<file path="src/rtl/eth_tx_pkg.sv">
// eth_tx_pkg: shared states, GMII framing constants and keep decoding for the TX serializer
package eth_tx_pkg;
  typedef enum logic [2:0] {
    ST_IDLE,
    ST_PREAMBLE,
    ST_DATA,
    ST_ABORT,
    ST_DRAIN,
    ST_IFG
  } tx_state_e;
  localparam logic [7:0] ETH_PREAMBLE_BYTE = 8'h55;
  localparam logic [7:0] ETH_SFD_BYTE = 8'hD5;
  localparam int ETH_PREAMBLE_LEN = 7;
  localparam int BYTE_W = 8;
  // Highest set keep bit + 1; an all-zero keep means the whole word is valid.
  function automatic int keep_to_nbytes(input logic [63:0] keep, input int bytes);
    int n;
    n = bytes;
    if (keep != '0)
      for (int i = 0; i < 64; i++)
        if (keep[i]) n = i + 1;
    return n;
  endfunction
endpackage

</file>
<file path="src/rtl/gmii_tx_serializer.sv">
// gmii_tx_serializer: stream words in, GMII bytes out with preamble/SFD, underflow abort and IFG
module gmii_tx_serializer
  import eth_tx_pkg::*;
#(
  parameter int DATA_W = 32,
  parameter bit PREAMBLE_EN = 1'b1,
  parameter int IFG_BYTES = 12,
  localparam int BYTES = DATA_W / BYTE_W
) (
  input  logic              clk,
  input  logic              rst,
  input  logic [DATA_W-1:0] s_data_i,
  input  logic [BYTES-1:0]  s_keep_i,
  input  logic              s_last_i,
  input  logic              s_valid_i,
  output logic              s_ready_o,
  output logic [7:0]        gmii_txd_o,
  output logic              gmii_tx_en_o,
  output logic              gmii_tx_er_o,
  output logic              busy_o,
  output logic              underflow_o
);
  localparam int IW = (BYTES > 1) ? $clog2(BYTES) : 1;
  // The accept cycle in IDLE is part of the gap, so IFG itself lasts one cycle less.
  localparam tx_state_e GAP_ST = (IFG_BYTES > 1) ? ST_IFG : ST_IDLE;
  tx_state_e         state_q, state_d;
  logic [IW-1:0]     idx_q, idx_d, lidx_q, lidx_d;
  logic [DATA_W-1:0] hold_q, hold_d;
  logic              last_q, last_d;
  logic [15:0]       cnt_q, cnt_d;
  logic              ready_q, ready_d, en_q, en_d, er_q, er_d;
  logic [7:0]        txd_q, txd_d;
  logic              load;
  // Next state, holding word and counters; outputs are derived from the next values so they register in step
  always_comb begin
    state_d = state_q;
    idx_d   = idx_q;
    lidx_d  = lidx_q;
    hold_d  = hold_q;
    last_d  = last_q;
    cnt_d   = cnt_q;
    load    = 1'b0;
    case (state_q)
      ST_IDLE: if (s_valid_i) begin
        load    = 1'b1;
        state_d = PREAMBLE_EN ? ST_PREAMBLE : ST_DATA;
      end
      ST_PREAMBLE: begin
        state_d = (cnt_q == 16'(ETH_PREAMBLE_LEN)) ? ST_DATA : ST_PREAMBLE;
        cnt_d   = cnt_q + 16'd1;
      end
      ST_DATA: if (idx_q != lidx_q) idx_d = idx_q + IW'(1);
      else if (last_q) begin
        state_d = GAP_ST;
        cnt_d   = '0;
      end else if (s_valid_i) load = 1'b1;
      else state_d = ST_ABORT;
      ST_ABORT: state_d = ST_DRAIN;
      ST_DRAIN: if (s_valid_i && s_last_i) begin
        state_d = GAP_ST;
        cnt_d   = '0;
      end
      ST_IFG: begin
        state_d = (cnt_q == 16'(IFG_BYTES - 2)) ? ST_IDLE : ST_IFG;
        cnt_d   = cnt_q + 16'd1;
      end
      default: state_d = ST_IDLE;
    endcase
    if (load) begin
      hold_d = s_data_i;
      last_d = s_last_i;
      lidx_d = s_last_i ? IW'(keep_to_nbytes(64'(s_keep_i), BYTES) - 1) : IW'(BYTES - 1);
      idx_d  = '0;
      cnt_d  = '0;
    end
    ready_d = (state_d == ST_IDLE) || (state_d == ST_DRAIN) ||
              (state_d == ST_DATA && !last_d && idx_d == IW'(BYTES - 1));
    en_d    = (state_d == ST_PREAMBLE) || (state_d == ST_DATA) || (state_d == ST_ABORT);
    er_d    = (state_d == ST_ABORT);
    txd_d   = (state_d == ST_PREAMBLE) ? ((cnt_d == 16'(ETH_PREAMBLE_LEN)) ? ETH_SFD_BYTE : ETH_PREAMBLE_BYTE) :
              (state_d == ST_DATA) ? hold_d[{idx_d, 3'b000} +: 8] : 8'h00;
  end
  // State, datapath and registered interface outputs
  always_ff @(posedge clk or posedge rst) begin
    if (rst) begin
      state_q <= ST_IDLE;
      idx_q   <= '0;
      lidx_q  <= '0;
      hold_q  <= '0;
      last_q  <= 1'b0;
      cnt_q   <= '0;
      ready_q <= 1'b0;
      en_q    <= 1'b0;
      er_q    <= 1'b0;
      txd_q   <= '0;
    end else begin
      state_q <= state_d;
      idx_q   <= idx_d;
      lidx_q  <= lidx_d;
      hold_q  <= hold_d;
      last_q  <= last_d;
      cnt_q   <= cnt_d;
      ready_q <= ready_d;
      en_q    <= en_d;
      er_q    <= er_d;
      txd_q   <= txd_d;
    end
  end
  assign s_ready_o    = ready_q;
  assign gmii_txd_o   = txd_q;
  assign gmii_tx_en_o = en_q;
  assign gmii_tx_er_o = er_q;
  assign underflow_o  = er_q;
  assign busy_o       = (state_q != ST_IDLE);
endmodule

</file>
<file path="config.mk">
export PLATFORM = sky130hd
export DESIGN_NAME = gmii_tx_serializer
export DESIGN_NICKNAME = d
export VERILOG_FILES = /design/src/rtl/eth_tx_pkg.sv /design/src/rtl/gmii_tx_serializer.sv
export SDC_FILE = /design/constraint.sdc
export NUM_CORES = 1
export LEC_CHECK = 0
export ABC_CLOCK_PERIOD_IN_PS = 2900
export CORE_MARGIN = 2
export CORE_UTILIZATION = 54
export DETAILED_ROUTE_END_ITERATION = 16
export PLACE_DENSITY = 0.8
export SKIP_CTS_REPAIR_TIMING = 1
export SLEW_MARGIN = 20
export SYNTH_ARGS = -nofsm -noshare
export SYNTH_HDL_FRONTEND = slang
export SYNTH_SLANG_ARGS = --single-unit
</file>
<file path="constraint.sdc">
create_clock -name clk -period 2.9 [get_ports clk]
set_clock_uncertainty 0.1 [all_clocks]
set_input_delay 0.29 -clock clk [delete_from_list [all_inputs] [get_ports clk]]
set_output_delay 0.29 -clock clk [all_outputs]
set_load 0.005 [all_outputs]
</file>
## Yosys cells after proc, flatten, opt, wreduce, memory -nomap -nowiden

Index checks and enable logic that the tools add are counted.

| operators by class | value |
|---|---|
| eq/ne operators | 14 |
| add/subtract/negate cells | 3 |
| mux-type cells | 32 |
| shift-type cells | 1 |
| reductions and logical operators | 13 |

Operators with widths:

| kind | count |
|---|---|
| $mux 16 | 4 |
| $pmux 16 s3 | 1 |
| $eq 16x3->1 const B | 2 |
| $mux 32 | 1 |
| $shiftx 32x6->8 | 1 |
| $mux 8 | 3 |
| $mux 2 | 10 |
| $mux 3 | 6 |
| $pmux 3 s6 | 1 |
| $add 16x1->16 const B | 1 |
| $eq 16x4->1 const B | 1 |
| $eq 3x2->1 const B | 4 |
| $eq 3x3->1 const B | 3 |
| $eq 3x1->1 const B | 2 |
| $logic_not 3->1 | 2 |
| $mux 1 | 5 |
| $logic_or 1x1->1 | 4 |
| $reduce_bool 4->1 | 1 |
| $logic_and 1x1->1 | 3 |
| $reduce_bool 3->1 | 1 |
| $add 2x1->2 const B | 1 |
| $eq 2x2->1 const B | 1 |
| $ne 2x2->1 | 1 |
| $pmux 1 s2 | 1 |
| other kinds (3) | 3 |

| word-level totals | value |
|---|---|
| output and inout port bits | 13 |
| bits in registers | 67 |
| bits of input ports | 40 |

## Logic depth before layout (Yosys ltp)

| depth | value |
|---|---|
| depth in word-level cells | 9 |
| gate-level depth with buffers | 10 |

## Least setup slack after synthesis

OpenSTA, ideal clock, no wires.

| path | value |
|---|---|
| path kind | register to register |
| start point | reg cnt_q[0] |
| end point | reg txd_q[7] (netlist: gmii_txd_o[7]) |
| arrival time | 1990 ps |
| clock period less this slack | 2215 ps |
| required time | 2674 ps |
| stages on the path, launching flop included | 9 |
| library setup time | 126 ps |
| path slack | 685 ps |
| cells stage by stage | dfrtp_1 > ha_1 > nand3_1 > or2_1 > clkbuf_1 > or4_1 > a31oi_1 > nor4_1 > o2bb2ai_2 |

| between the ends | value |
|---|---|
| longest elaborated chain between the ends | 7 |
| elaborated cells on any way between the ends | 17 |

RTL lines:

| what | RTL line | text |
|---|---|---|
| from (decl) | gmii_tx_serializer.sv:30 | `logic [15:0] cnt_q, cnt_d;` |
| from (signal assigned) | gmii_tx_serializer.sv:102 | `cnt_q <= cnt_d;` |
| parallel branches: the longest is 6 deep, another holds $add 16x1->16 | n/a |  |
| $mux 8 * | gmii_tx_serializer.sv:80 | `txd_d = (state_d == ST_PREAMBLE) ? ((cnt_d == 16'(ETH_PREAMBLE_LEN)) ? ETH_SFD_BYTE : ETH_PREAMBLE_BYTE) :` |
| net txd_d[7] | gmii_tx_serializer.sv:32 | `logic [7:0] txd_q, txd_d;` |
| to (signal assigned) | gmii_tx_serializer.sv:106 | `txd_q <= txd_d;` |
| to (decl) | gmii_tx_serializer.sv:32 |  |

Mark *: on every way through the listed nets, which the timed path passes.
A chain may end at the register's enable or synchronous reset.

## Worst setup path after layout

| path | value |
|---|---|
| start point | reg idx_q[0] |
| end point | reg txd_q[7] (netlist: gmii_txd_o[7]) |

| between the ends | value |
|---|---|
| longest elaborated chain between the ends | 7 |
| elaborated cells on any way between the ends | 20 |

RTL lines:

| what | RTL line | text |
|---|---|---|
| from (decl) | gmii_tx_serializer.sv:27 | `logic [IW-1:0] idx_q, idx_d, lidx_q, lidx_d;` |
| from (signal assigned) | gmii_tx_serializer.sv:98 | `idx_q <= idx_d;` |
| $add 2x1->2 or $ne 2x2->1 (tied branches) | gmii_tx_serializer.sv:52 | `ST_DATA: if (idx_q != lidx_q) idx_d = idx_q + IW'(1);` |
| $mux 2 (tied with other cells) | gmii_tx_serializer.sv:52 |  |
| $mux 2 (tied with other cells) | gmii_tx_serializer.sv:43 | `case (state_q)` |
| $mux 2 (tied with other cells) | gmii_tx_serializer.sv:69 | `if (load) begin` |
| $shiftx 32x6->8 or $eq 16x3->1 (tied branches) | gmii_tx_serializer.sv:81, gmii_tx_serializer.sv:80 |  |
| $mux 8, on equally long branches | gmii_tx_serializer.sv:81, gmii_tx_serializer.sv:80 |  |
| $mux 8 * | gmii_tx_serializer.sv:80 |  |
| net txd_d[7] | gmii_tx_serializer.sv:32 |  |

Mark *: on every way through the listed nets, which the timed path passes. The rest lies on a longest branch.

==> load_flow_metrics.sql <==
INSERT INTO impl_metrics (metric_group, metric, value, unit) VALUES
('critical_path', 'timing.setup.critical_path_class', 'register to register', ''),
('timing', 'timing_max_transition_violations_final', '0', ''),
('finish', 'layout.core_utilization', '69.0', '%'),
('synthesis', 'post_syn_nets', '387', ''),
('synthesis', 'number_of_warnings_reported_in_the_yosys_synthesis_log', '0', ''),
('synthesis', 'mapped_cell_area', '3480', 'sq um'),
('grt', 'global_route.overflow_total', '0', ''),
('placement', 'gp_routability_congestion', '0.900', ''),
('critical_path', 'critical_path.startpoint_type', 'register', ''),
('detailed_routing', 'detail_route.iter0.violations', '175', ''),
('timing', 'tightest_slew', '0.678', 'ns'),
('floorplan', 'initial_core_util', '55.4', '%'),
('detailed_routing', 'wirelength', '8110', 'um'),
('floorplan', 'full_die_area', '7100', 'sq um'),
('synthesis', 'post_synth_mux_area_share', '13.3', '%'),
('critical_path', 'data_arrival_at_the_endpoint_of_the_critical_path', '2.86', 'ns'),
('synthesis', 'async_flop_share', '100', '%'),
('finish', 'stdcell_area', '4330', 'sq um'),
('power', 'power-per-cell-area', '512', 'nW/um^2'),
('synthesis', 'post_synthesis_sequential_area_ratio', '48.2', '%'),
('grt', 'grt_antenna_before_repair', '0', ''),
('synthesis', 'synth_adder_area_share', '0.720', '%'),
('synthesis', 'synth_top_family_by_area', 'simple AND/OR/NAND/NOR gates', ''),
('synthesis', 'yosys_register_bits', '67', ''),
('synthesis', 'yosysUniqueCellTypes', '56', ''),
('timing', 'fmaxAchievable', '0.371', 'GHz'),
('timing', 'timing.final.crit_share', '93.0', '%'),
('power', 'peakVddDrop', '515', 'uV'),
('timing', 'setup_repair_after_global_routing_missed_its_margin', 'no', ''),
('floorplan', 'area_of_the_placeable_core', '6280', 'sq um'),
('floorplan', 'floorplan.die.width', '84.2', 'um'),
('grt', 'grt_pass1_vias', '2745', ''),
('critical_path', 'critical_path.max_fanout', '22', ''),
('timing', 'final.min_clock_period', '2.70', 'ns'),
('synthesis', 'synthCells', '345', ''),
('clock_network', 'clock_insertion_delay_worst_skew', '0.34', 'ns'),
('placement', 'detailed_place_hpwl', '5660', 'um'),
('worst_hold_path', 'worst_hold_path_type', 'input pin to async pin', ''),
('finish', 'antenna_cells', '0', ''),
('critical_path', 'required', '3.06', 'ns'),
('clock_network', 'clk_transition_reported_paths', '0.07', 'ns'),
('timing', 'fin_hold_ws', '0.272', 'ns'),
('status', 'status', 'finished, final reports clean', ''),
('synthesis', 'synth_compound_area_share', '14.1', '%'),
('clock_network', 'cts-root-buf', 'sky130_fd_sc_hd__clkbuf_8', ''),
('finish', 'area_growth_syn_to_layout', '24.6', '%'),
('detailed_routing', 'detail_route.wl_per_cell', '16.9', 'um'),
('timing', 'totalNegativeSetupSlack', '0', 'ns'),
('job', 'drv.max_cap_violation_count', '0', ''),
('clock_network', 'cts-root-to-sink-buffers', '2', ''),
('clock_network', 'tritoncts', 'done', ''),
('detailed_routing', 'drcViolationCount', '0', ''),
('detailed_routing', 'final_antenna_net_count', '0', ''),
('grt', 'grt_pass1_wl', '13700', 'um'),
('clock_network', 'number_of_cts_inserted_buffers', '9', ''),
('synthesis', 'synth-edff-count', '0', ''),
('timing', 'worst_slew_margin_relative_to_its_limit', '54.7', '%'),
('floorplan', 'std_cell_rows', '29', ''),
('synthesis', 'synth-simple-area-share', '17.9', '%'),
('timing', 'setup_viol', '0', ''),
('synthesis', 'post_synth_xor_area_fraction', '1.44', '%'),
('synthesis', 'ys.flop_type', 'sky130_fd_sc_hd__dfrtp_1', ''),
('floorplan', 'die_height', '84.2', 'um'),
('placement', 'buffer_ports.inserted', '52', ''),
('power', 'p_leak', '2.01', 'nW'),
('grt', 'grt_start_max_net_pins', '37', ''),
('finish', 'layout.nets', '442', ''),
('clock_network', 'total_number_of_h_tree_levels', '3', ''),
('detailed_routing', 'routed_via_count', '2868', ''),
('synthesis', 'synth_largest_type_area_fraction', '48.2', '%'),
('synthesis', 'yosysTopAreaCell', 'sky130_fd_sc_hd__dfrtp_1', ''),
('detailed_routing', 'drt_first_pass_iters', '6', ''),
('critical_path', 'crit_end_element', 'register', ''),
('placement', 'place_area', '4090', 'sq um'),
('clock_network', 'tritoncts_num_sinks', '67', ''),
('detailed_routing', 'post_drt_via_cell_ratio', '5.96', ''),
('grt', 'gr-usage-all-layers', '24.5', '%'),
('synthesis', 'postSynthAreaPerCell', '10.1', 'sq um'),
('synthesis', 'synth_top_cells_by_area', 'sky130_fd_sc_hd__dfrtp_1, sky130_fd_sc_hd__mux2_2, sky130_fd_sc_hd__nand2_1', ''),
('finish', 'layout-drive-gt1-share', '17.1', '%'),
('timing', 'finalHoldViolCount', '0', ''),
('floorplan', 'io_pins', '53', '');
-- sequential cells by signal, summed over array words and instances (netlist names) --
name          count
last_q            1
cnt_q            16
idx_q             2
gmii_tx_en_o      1
lidx_q            2
gmii_txd_o        8
s_ready_o         1
hold_q           32
state_q           3
gmii_tx_er_o      1
-- metrics by stage --
stage | total power [W] | setup WS (ns) | cells
floorplan | 0.00117 | 0.685 | 345
global placement | 0.00128 | 0.276 | 466
detailed placement | 0.00129 | 0.272 | 466
CTS | 0.00222 | 0.217 | 481
global route | 0.00230 | 0.0455 | 481
finish | 0.00222 | 0.202 | 481
-- worst max-delay path, cell delays in order (launching register included) --
cell	delay (ns)
sky130_fd_sc_hd__dfrtp_1	0.48
sky130_fd_sc_hd__xor2_2	0.22
sky130_fd_sc_hd__o31ai_1	0.31
sky130_fd_sc_hd__and3_2	0.60
sky130_fd_sc_hd__buf_4	0.25
sky130_fd_sc_hd__buf_4	0.14
sky130_fd_sc_hd__a41oi_1	0.05
sky130_fd_sc_hd__nor4_1	0.32
sky130_fd_sc_hd__o2bb2ai_2	0.14
-- path summary, 6_finish.rpt --
check	slack, ns	from	to	depth (start not counted)
worst max-delay path	0.20	idx_q[0]	gmii_txd_o[7]	8
worst min-delay path	0.27	rst	state_q[1]	2
worst max register to register	0.20	idx_q[0]	gmii_txd_o[7]	8
worst min register to register	0.38	hold_q[15]	hold_q[15]	2
max in group asynchronous	1.80	rst	gmii_txd_o[0]	3
min in group clk	0.37	s_data_i[28]	hold_q[28]	3
-- final cells by class --
class,count,area [sq um]
tap,77,96.3
sequential,67,1680
fill,475,1950
multi-input combinational,247,1650
inverter,10,37.5
timing repair buffer,65,631
clock inverter,6,115
clock buffer,9,124
-- layer usage --
metal	GRT usage [%]	wire, um	vias up
li1	-	-	1341
met3	4.03	472	26
met1	34.7	3590	1379
met5	0	0	-
met4	10.1	201	0
met2	37.8	3850	122
-- power breakdown --
group / internal, W / leakage (nW) / switching [W]
registers: 0.000978 / 0.863 / 0.0000726
logic: 0.000114 / 1.03 / 0.000113
clock network: 0.000569 / 0.115 / 0.000369
-- kinds of logic after synthesis --
family / count (synthesis)
buffers and inverters: 31
adders and majority gates: 2
and+or+nand+nor: 130
AOI/OAI and AO/OA: 68
DFF: 67
xor gates and xnor gates: 4
muxes: 43
-- cells in the mapped netlist (all sizes together), types with 2 or more instances --
master,number
buf,12
o31ai,2
o21ai,16
xor2,4
and3,5
mux2,26
o211ai,3
nand4b,2
nand2,60
a31oi,10
nand2b,4
a211oi,3
or4,2
o311ai,2
inv,10
or3,2
ha,2
and2,2
nand4,3
clkbuf,9
a311o,2
dfrtp,67
mux2i,17
a41oi,2
nand3,8
nor4,6
nor4b,2
nand3b,2
nor2,27
a21o,2
a21oi,15
-- layout by cell type, fill, tap and decap left out, drive strengths merged, types with 4 or more instances in the layout --
cell	count
mux2i	17
clkdlybuf4s50	52
and3	5
buf	13
mux2	26
nand2b	4
dfrtp	67
nor2	27
o21ai	16
inv	10
nand3	8
nand2	60
xor2	4
a21oi	15
clkbuf	9
a31oi	10
nor4	6
Power figures use the tool's default switching activity.
